--- src/rtl/wavetable_reader_if.sv ---
// Wavetable memory bus: registered read address/enable out, read data back.
// master = reader side (drives tbl_addr/tbl_rd), slave = table memory side.
interface wavetable_reader_if #(
  parameter int ADDR_BITS   = 8,
  parameter int SAMPLE_BITS = 16
);
  logic [ADDR_BITS-1:0]   tbl_addr;
  logic                   tbl_rd;
  logic [SAMPLE_BITS-1:0] tbl_data;

  modport master (
    output tbl_addr,
    output tbl_rd,
    input  tbl_data
  );

  modport slave (
    input  tbl_addr,
    input  tbl_rd,
    output tbl_data
  );
endinterface

--- src/rtl/wavetable_reader.sv ---
// Phase accumulator + two-read wavetable fetch feeding the lerp interpolator.
// Ports: clk, reset_n, sample_tick, increment, phase_reset, tbl (table bus),
//        ina/inb/ratio/out_valid to lerp, busy, overrun (sticky).
module wavetable_reader #(
  parameter int SAMPLE_BITS     = 16,
  parameter int TABLE_ADDR_BITS = 8,
  parameter int RATIO_FRAC_BITS = 8,
  parameter int PHASE_BITS      = 24
) (
  input  logic                       clk,
  input  logic                       reset_n,
  input  logic                       sample_tick,
  input  logic [PHASE_BITS-1:0]      increment,
  input  logic                       phase_reset,
  wavetable_reader_if.master         tbl,
  output logic [SAMPLE_BITS-1:0]     ina,
  output logic [SAMPLE_BITS-1:0]     inb,
  output logic [RATIO_FRAC_BITS-1:0] ratio,
  output logic                       out_valid,
  output logic                       busy,
  output logic                       overrun
);

  localparam int TAB = TABLE_ADDR_BITS;
  localparam int RF  = RATIO_FRAC_BITS;

  typedef enum logic [1:0] {
    IDLE,
    RD0,
    RD1,
    CAP
  } state_t;

  state_t                  state;
  logic [PHASE_BITS-1:0]   phase;
  logic [TAB-1:0]          idx_q;
  logic [RF-1:0]           frac_q;
  logic [SAMPLE_BITS-1:0]  stage;

  logic                    accept;
  logic [PHASE_BITS-1:0]   phase_base;
  logic [TAB-1:0]          cur_idx;
  logic [RF-1:0]           cur_frac;

  // CAP only writes the lerp outputs, so it can overlap with a new fetch.
  assign accept     = sample_tick && (state == IDLE || state == CAP);
  assign phase_base = phase_reset ? '0 : phase;
  assign cur_idx    = phase_base[PHASE_BITS-1 -: TAB];
  assign cur_frac   = phase_base[PHASE_BITS-TAB-1 -: RF];
  assign busy       = (state != IDLE);

  always_ff @(posedge clk or negedge reset_n) begin
    if (!reset_n) begin
      state        <= IDLE;
      phase        <= '0;
      idx_q        <= '0;
      frac_q       <= '0;
      stage        <= '0;
      tbl.tbl_addr <= '0;
      tbl.tbl_rd   <= 1'b0;
      ina          <= '0;
      inb          <= '0;
      ratio        <= '0;
      out_valid    <= 1'b0;
      overrun      <= 1'b0;
    end else begin
      out_valid <= 1'b0;
      // Dropped ticks still advance phase to keep pitch.
      phase <= sample_tick ? phase_base + increment : phase_base;
      if (sample_tick && !accept) begin
        overrun <= 1'b1;
      end

      unique case (state)
        IDLE: begin
        end
        RD0: begin
          tbl.tbl_addr <= idx_q + 1'b1;
          state        <= RD1;
        end
        RD1: begin
          stage      <= tbl.tbl_data;
          tbl.tbl_rd <= 1'b0;
          state      <= CAP;
        end
        CAP: begin
          inb       <= stage;
          ina       <= tbl.tbl_data;
          ratio     <= frac_q;
          out_valid <= 1'b1;
          state     <= IDLE;
        end
        default: state <= IDLE;
      endcase

      if (accept) begin
        idx_q        <= cur_idx;
        frac_q       <= cur_frac;
        tbl.tbl_addr <= cur_idx;
        tbl.tbl_rd   <= 1'b1;
        state        <= RD0;
      end
    end
  end

endmodule

--- src/flat_wrapper.sv ---
// flat-port wrapper written by rule: the top's interface ports become plain ports
module wavetable_reader_flat 
#(
  parameter int SAMPLE_BITS     = 16,
  parameter int TABLE_ADDR_BITS = 8,
  parameter int RATIO_FRAC_BITS = 8,
  parameter int PHASE_BITS      = 24
)
  (clk, reset_n, sample_tick, increment, phase_reset, ina, inb, ratio, out_valid, busy, overrun, tbl_tbl_addr, tbl_tbl_rd, tbl_tbl_data);
  wavetable_reader_if #(.ADDR_BITS(8), .SAMPLE_BITS(SAMPLE_BITS)) tbl_i ();
  input  logic clk;
  input  logic reset_n;
  input  logic sample_tick;
  input  logic [PHASE_BITS-1:0] increment;
  input  logic phase_reset;
  output logic [SAMPLE_BITS-1:0] ina;
  output logic [SAMPLE_BITS-1:0] inb;
  output logic [RATIO_FRAC_BITS-1:0] ratio;
  output logic out_valid;
  output logic busy;
  output logic overrun;
  output wire logic [$bits(tbl_i.tbl_addr)-1:0] tbl_tbl_addr;
  output wire logic [$bits(tbl_i.tbl_rd)-1:0] tbl_tbl_rd;
  input wire logic [$bits(tbl_i.tbl_data)-1:0] tbl_tbl_data;
  assign tbl_tbl_addr = tbl_i.tbl_addr;
  assign tbl_tbl_rd = tbl_i.tbl_rd;
  assign tbl_i.tbl_data = tbl_tbl_data;
  wavetable_reader #(.SAMPLE_BITS(SAMPLE_BITS), .TABLE_ADDR_BITS(TABLE_ADDR_BITS), .RATIO_FRAC_BITS(RATIO_FRAC_BITS), .PHASE_BITS(PHASE_BITS)) u_core (.clk(clk), .reset_n(reset_n), .sample_tick(sample_tick), .increment(increment), .phase_reset(phase_reset), .tbl(tbl_i), .ina(ina), .inb(inb), .ratio(ratio), .out_valid(out_valid), .busy(busy), .overrun(overrun));
endmodule
--- config.mk ---
export PLATFORM = sky130hd
export DESIGN_NAME = wavetable_reader_flat
export DESIGN_NICKNAME = d
export VERILOG_FILES = /design/src/rtl/wavetable_reader_if.sv /design/src/rtl/wavetable_reader.sv /design/src/flat_wrapper.sv
export SDC_FILE = /design/constraint.sdc
export NUM_CORES = 1
export LEC_CHECK = 0
export CORE_MARGIN = 4
export CORE_UTILIZATION = 48
export CTS_CLUSTER_DIAMETER = 30
export CTS_CLUSTER_SIZE = 14
export DETAILED_ROUTE_END_ITERATION = 7
export PLACE_DENSITY = 0.84
export SYNTH_ARGS = -nofsm -noshare
export SYNTH_HDL_FRONTEND = slang
export SYNTH_SLANG_ARGS = --single-unit
--- constraint.sdc ---
create_clock -name clk -period 2.6 [get_ports clk]
set_input_delay 0.39 -clock clk [delete_from_list [all_inputs] [get_ports clk]]
set_output_delay 0.39 -clock clk [all_outputs]
set_load 0.1 [all_outputs]
==> impl_metrics.toml, run 1 <==
[logic_synthesis]
synth_cell_types = 45
avgSynthCellArea_um2 = 10.6
yosysSeqAreaShare_pct = 48.1
synth_top_flop_cell = "dfrtp_1"
ys_warn_count = 0
synth_top_area_share_pct = 48.1
synth_largest_area_cell = "dfrtp_1"
syn_nets = 611
synth-seq-cells = 109
synth-edff-count = 0
ys_async_sr_fraction_pct = 100
synth_cells = 537
synthTopCellsByArea = "dfrtp_1, mux2_2, ha_1"
syn-cell-area_mm2 = 0.00567

[finish]
fin_cells = 847
fillers = 837
utilization_pct = 66.0
antenna_cells = 0
final_common_cell = "buf_4"
multi_input_area_mm2 = 0.00277
mostFrequentLayoutCells = "buf_4, dfrtp_1, mux2_2"
nets = 773
area_growth_pct = 33.5
drive_gt1_share_pct = 32.7
ff_latch_area_mm2 = 0.00273

[global_routing]
met3_usage_pct = 4.72
grt_usage_pct = 20.1
grt_busiest_layer = "met2"
grt_pass1_vias = 4641
grt_pass1_wl_mm = 21.6
grt_antenna_before_repair = 0
grt.overflow.total = 0
grt_max_degree = 46
grt_util_met1_pct = 25.9
grtUsageMet2_pct = 33.1

[routing]
wl_mm = 13.3
vias = 4563
vias_per_cell = 5.39
drt_pass1_iterations = 5
avgRoutedWirePerCell_um = 15.7
drt_iter0_markers = 245
ant_nets = 0
route.detailed.drc = 0

[die]
core_mm2 = 0.0115
ios = 96
row_count = 39
start_util_pct = 49.4
dieArea_mm2 = 0.0136
die_width_um = 117
dieHeight_um = 117

[clocking]
cts_buffers = 9
h-tree-depth = 3
clock_latency_ns = 0.35
root_buffer = "clkbuf_16"
cts_tree = "built"
numClockSinks = 109
clkTransAtPathRegs_ns = 0.08
ctsHoldBuffers = 0
clk_path_buf_depth = 2

[worst_setup_path]
slowest_delay_ns = 0.36
arrival_ns = 2.89
path_cells = "nor2b_4 -> ha_4 -> inv_2 -> fa_2 -> and2b_1 -> o2111ai_2 -> a211o_1 -> a21o_1 -> o2111a_1 -> or3_1"
criticalPathCategory = "reg2reg"
cpLargestDelayFamily = "compound AO/OA/AOI/OAI gates"
reg2reg_slack_ns = -0.06
worstPathRequired_ns = 2.83
crit_fanout = 3
critPathLaunchType = "flip-flop"
critPathBufInv = 1
slowest_stage = "or3_1"
crit_path_end_kind = "flip-flop"

[place]
hpwlAfterDp_mm = 10.1
dp.cells = 825
place_congestion = 0.930
portBuffers = 95

[timing]
hold_viol_final = 0
max_freq_ghz = 0.377
min_period_over_period_pct = 102
final.setup.worst_slack_ns = -0.0551
clock_skew_ns = 0.00568
layout_min_cycle_time_ns = 2.66
rsz0062_at_grt = "true"
slew_headroom_pct = 63.3
drv_slew = 0
worst_pin_slew_ns = 0.550
setup_violations = 3

[min_path]
min-delay-path-class = "in2async"

[status]
violations = "negative setup slack"
outcome = "finished with violations"

[flow_run]
drv_cap = 0
-- layout make-up --
cell class / count / area share [%]
Inverter: 28 / 1.39
Clock inverter: 5 / 0.893
Sequential cell: 109 / 36.0
Clock buffer: 11 / 3.21
Tap cell: 143 / 2.36
Multi-Input combinational cell: 371 / 36.6
Timing Repair Buffer: 180 / 19.5
-- repair_timing --
item / in CTS / in global routing
pin swaps: 8 / 1
setup buffers: 5 / 1
gates resized for setup: 5 / 5
setup endpoints to repair: 12 / 10
-- sequential cells by signal, indices dropped and copies added, names as in the netlist --
name	flops
u_core.phase	24
u_core.ina	16
u_core.inb	16
u_core.stage	16
u_core.frac_q	8
u_core.idx_q	8
u_core.ratio	8
u_core.tbl.tbl_addr	8
u_core.state	2
u_core.out_valid	1
u_core.overrun	1
u_core.tbl.tbl_rd	1
-- per-layer routing --
metal / routed length, um / vias up
met4: 306 / 0
li1: - / 2208
met3: 894 / 26
met1: 5860 / 2192
met5: 0 / -
met2: 6250 / 137
-- Yosys cell counts, types with 8 or more instances --
cell / instances
nand2_1: 51
clkbuf_1: 27
o211ai_1: 11
mux2i_1: 9
a21o_1: 12
inv_1: 28
o21ai_0: 35
xnor2_1: 13
nand3_1: 8
mux2_2: 63
ha_1: 29
nand2b_1: 17
nand4_1: 11
dfrtp_1: 109
nor2b_1: 10
nor2_1: 20
a21oi_1: 25
-- per-stage QoR --
stage	hold WS (ns)	TNS, ns	cell area (um^2)	setup slack [ns]
after floorplan	0.0944	-0.262	5700	-0.165
after global placement	0.384	-6.66	7190	-0.675
after detailed placement	0.394	-7.99	7190	-0.754
after CTS	0.0163	-0.106	7550	-0.0419
after global routing	0.0410	-0.497	7570	-0.177
final	0.00985	-0.139	7570	-0.0551
-- kinds of logic after synthesis --
kind of cell,Yosys count,share of synthesized area (%)
AO/OA/AOI/OAI,115,12.8
XOR/XNOR,19,2.94
adder cells (fa/ha/maj),30,6.75
buffers and inverters,57,3.77
flip-flops,109,48.1
multiplexers,72,14.1
AND/OR/NAND/NOR,135,11.6
-- path summary, 6_finish.rpt --
path / cells past startpoint / startpoint / endpoint
worst max-delay path: 10 / u_core.phase[0]$_DFF_PN0_ / u_core.phase[18]$_DFF_PN0_
worst min-delay path: 1 / reset_n / u_core.ina[0]$_DFFE_PN0P_
worst max register to register: 10 / u_core.phase[0]$_DFF_PN0_ / u_core.phase[18]$_DFF_PN0_
worst min register to register: 2 / u_core.frac_q[5]$_DFFE_PN0P_ / u_core.frac_q[5]$_DFFE_PN0P_
max in group asynchronous: 2 / reset_n / u_core.stage[0]$_DFFE_PN0P_
min in group clk: 2 / u_core.frac_q[5]$_DFFE_PN0P_ / u_core.frac_q[5]$_DFFE_PN0P_
Power of run 1 is left out: the tool's default activity adds up to more than one toggle a clock period on the data nets, which glitch-free logic cannot reach.
==> run 2: changes to the inputs <==
--- a/config.mk
+++ b/config.mk
@@ -5,6 +5,7 @@
 export SDC_FILE = /design/constraint.sdc
 export NUM_CORES = 1
 export LEC_CHECK = 0
+export CAP_MARGIN = 5
 export CORE_MARGIN = 4
 export CORE_UTILIZATION = 48
 export CTS_CLUSTER_DIAMETER = 30
==> results of run 2 <==
Same layout as run 1: the final DEF is identical, and so are final timing and power.
Power of run 2 is left out for the same reason.
==> run 3: changes to the inputs <==
--- a/config.mk
+++ b/config.mk
@@ -8,10 +8,9 @@
 export CAP_MARGIN = 5
 export CORE_MARGIN = 4
 export CORE_UTILIZATION = 48
-export CTS_CLUSTER_DIAMETER = 30
 export CTS_CLUSTER_SIZE = 14
 export DETAILED_ROUTE_END_ITERATION = 7
-export PLACE_DENSITY = 0.84
+export PLACE_DENSITY = 0.85
 export SYNTH_ARGS = -nofsm -noshare
 export SYNTH_HDL_FRONTEND = slang
 export SYNTH_SLANG_ARGS = --single-unit
==> run 3 against run 2 <==
Effect of this change:
- the flow now finishes without violations
- clock skew down 0.00054 ns
- non-clock buffer count down 1
- hold slack better by 0.47 ns
- count of clock-buffer cells in the layout down 2
- global-route usage up 0.40 points
- first-iteration DRC count up 5.3%
- register-to-register slack better by 0.07 ns
- critical endpoint unchanged
- largest cell class unchanged
==> impl_metrics.toml, run 3 (synthesized netlist as in run 1, its figures left out) <==
[worst_setup_path]
slowest_delay_ns = 0.35
path_cells = "nor2b_4 -> ha_2 -> inv_2 -> fa_2 -> and2b_1 -> o2111ai_2 -> a211o_1 -> a21o_1 -> o2111a_1 -> or3_1"
crit_fanout = 5
arrival_ns = 2.82
critPathLaunchType = "flip-flop"
crit_path_end_kind = "flip-flop"
criticalPathCategory = "reg2reg"
worstPathRequired_ns = 2.83
slowest_stage = "a211o_1"

[clocking]
clkTransAtPathRegs_ns = 0.08
clock_latency_ns = 0.35
h-tree-depth = 3
clk_path_buf_depth = 2
cts_tree = "built"
numClockSinks = 109
root_buffer = "clkbuf_16"
cts_buffers = 9

[timing]
rsz0062_at_grt = "true"
slew_headroom_pct = 64.2
hold_viol_final = 0
worst_pin_slew_ns = 0.536
setup_violations = 0
clock_skew_ns = 0.00514
max_freq_ghz = 0.386
holdWs_ns = 0.481
min_period_over_period_pct = 99.6
drv_slew = 0
layout_min_cycle_time_ns = 2.59

[die]
dieArea_mm2 = 0.0136
core_mm2 = 0.0115
dieHeight_um = 117
die_width_um = 117
row_count = 39
ios = 96
start_util_pct = 49.4

[routing]
vias_per_cell = 5.45
highest_layer = "met4"
route.detailed.drc = 0
ant_nets = 0
met3_length_mm = 1.00
drt-met1-wl_mm = 5.72
drt_iter0_markers = 258
wl_mm = 13.6
vias = 4610
drt_pass1_iterations = 4
wl_met2_mm = 6.67
avgRoutedWirePerCell_um = 16.1

[finish]
drive_gt1_share_pct = 33.6
antenna_cells = 0
largest_register_ffs = 24
area_growth_pct = 33.7
regMostFlops = "u_core.phase"
utilization_pct = 66.1
final_common_cell = "buf_4"
nets = 772
mostFrequentLayoutCells = "buf_4, dfrtp_1, mux2_2"

[global_routing]
grt.overflow.total = 0
grt_antenna_before_repair = 0
grt_max_degree = 45
grt_usage_pct = 20.5
grt_pass1_wl_mm = 22.2
grt_pass1_vias = 4805

[place]
portBuffers = 95
place_congestion = 0.918
hpwlAfterDp_mm = 10.3

[min_path]
min-delay-path-class = "reg2reg"

[flow_run]
drv_cap = 0

[status]
outcome = "completed"
-- run 3: worst max-delay path, delay by kind of cell (launching register included) --
kind / cells / cell delay (ns)
AO/OA/AOI/OAI: 4 / 0.90
flip-flops: 1 / 0.33
adder cells (fa/ha/maj): 2 / 0.52
buffers and inverters: 1 / 0.04
AND/OR/NAND/NOR: 3 / 0.68
-- run 3: stage by stage --
step                      setup slack (ns)  std cells  area [um^2]  setup TNS (ns)
final                               0.0113        846         7580               0
after global routing               -0.0848        846         7580          -0.207
after CTS                          -0.0314        843         7520         -0.0314
after detailed placement            -0.807        823         7180           -9.26
after global placement              -0.724        823         7180           -7.87
after floorplan                     -0.165        537         5700          -0.262
-- run 3: metal layers --
layer  vias up  global-route usage, %
li1       2217                      -
met1      2205                   25.9
met2       166                   35.2
met3        22                   5.03
met4         0                   5.96
met5         -                      0
-- run 3: final cells by class --
cell class                      count  area, um^2
Inverter                           28         105
Clock inverter                      7        77.6
Clock buffer                        9         225
Multi-Input combinational cell    371        2790
Sequential cell                   109        2730
Tap cell                          143         179
Fill cell                         860        3890
Timing Repair Buffer              179        1480
-- run 3: final timing paths --
path	startpoint	to	slack, ns	cells after the start
worst max-delay path	u_core.phase[0]$_DFF_PN0_	u_core.phase[18]$_DFF_PN0_	0.01	10
worst min-delay path	u_core.overrun$_DFFE_PN0P_	u_core.overrun$_DFFE_PN0P_	0.48	1
worst max register to register	u_core.phase[0]$_DFF_PN0_	u_core.phase[18]$_DFF_PN0_	0.01	10
max in group asynchronous	reset_n	u_core.phase[1]$_DFF_PN0_	1.31	3
min in group asynchronous	reset_n	u_core.ina[1]$_DFFE_PN0P_	0.55	2
worst min register to register	u_core.overrun$_DFFE_PN0P_	u_core.overrun$_DFFE_PN0P_	0.48	1
-- run 3: what timing repair did --
item	CTS	global route
endpoints found under the setup margin	13	8
setup buffers	3	3
pin swaps	4	2
hold buffers	1	0
hold endpoints to repair	7	0
gates resized for setup	8	11
Power of run 3 is left out for the same reason.
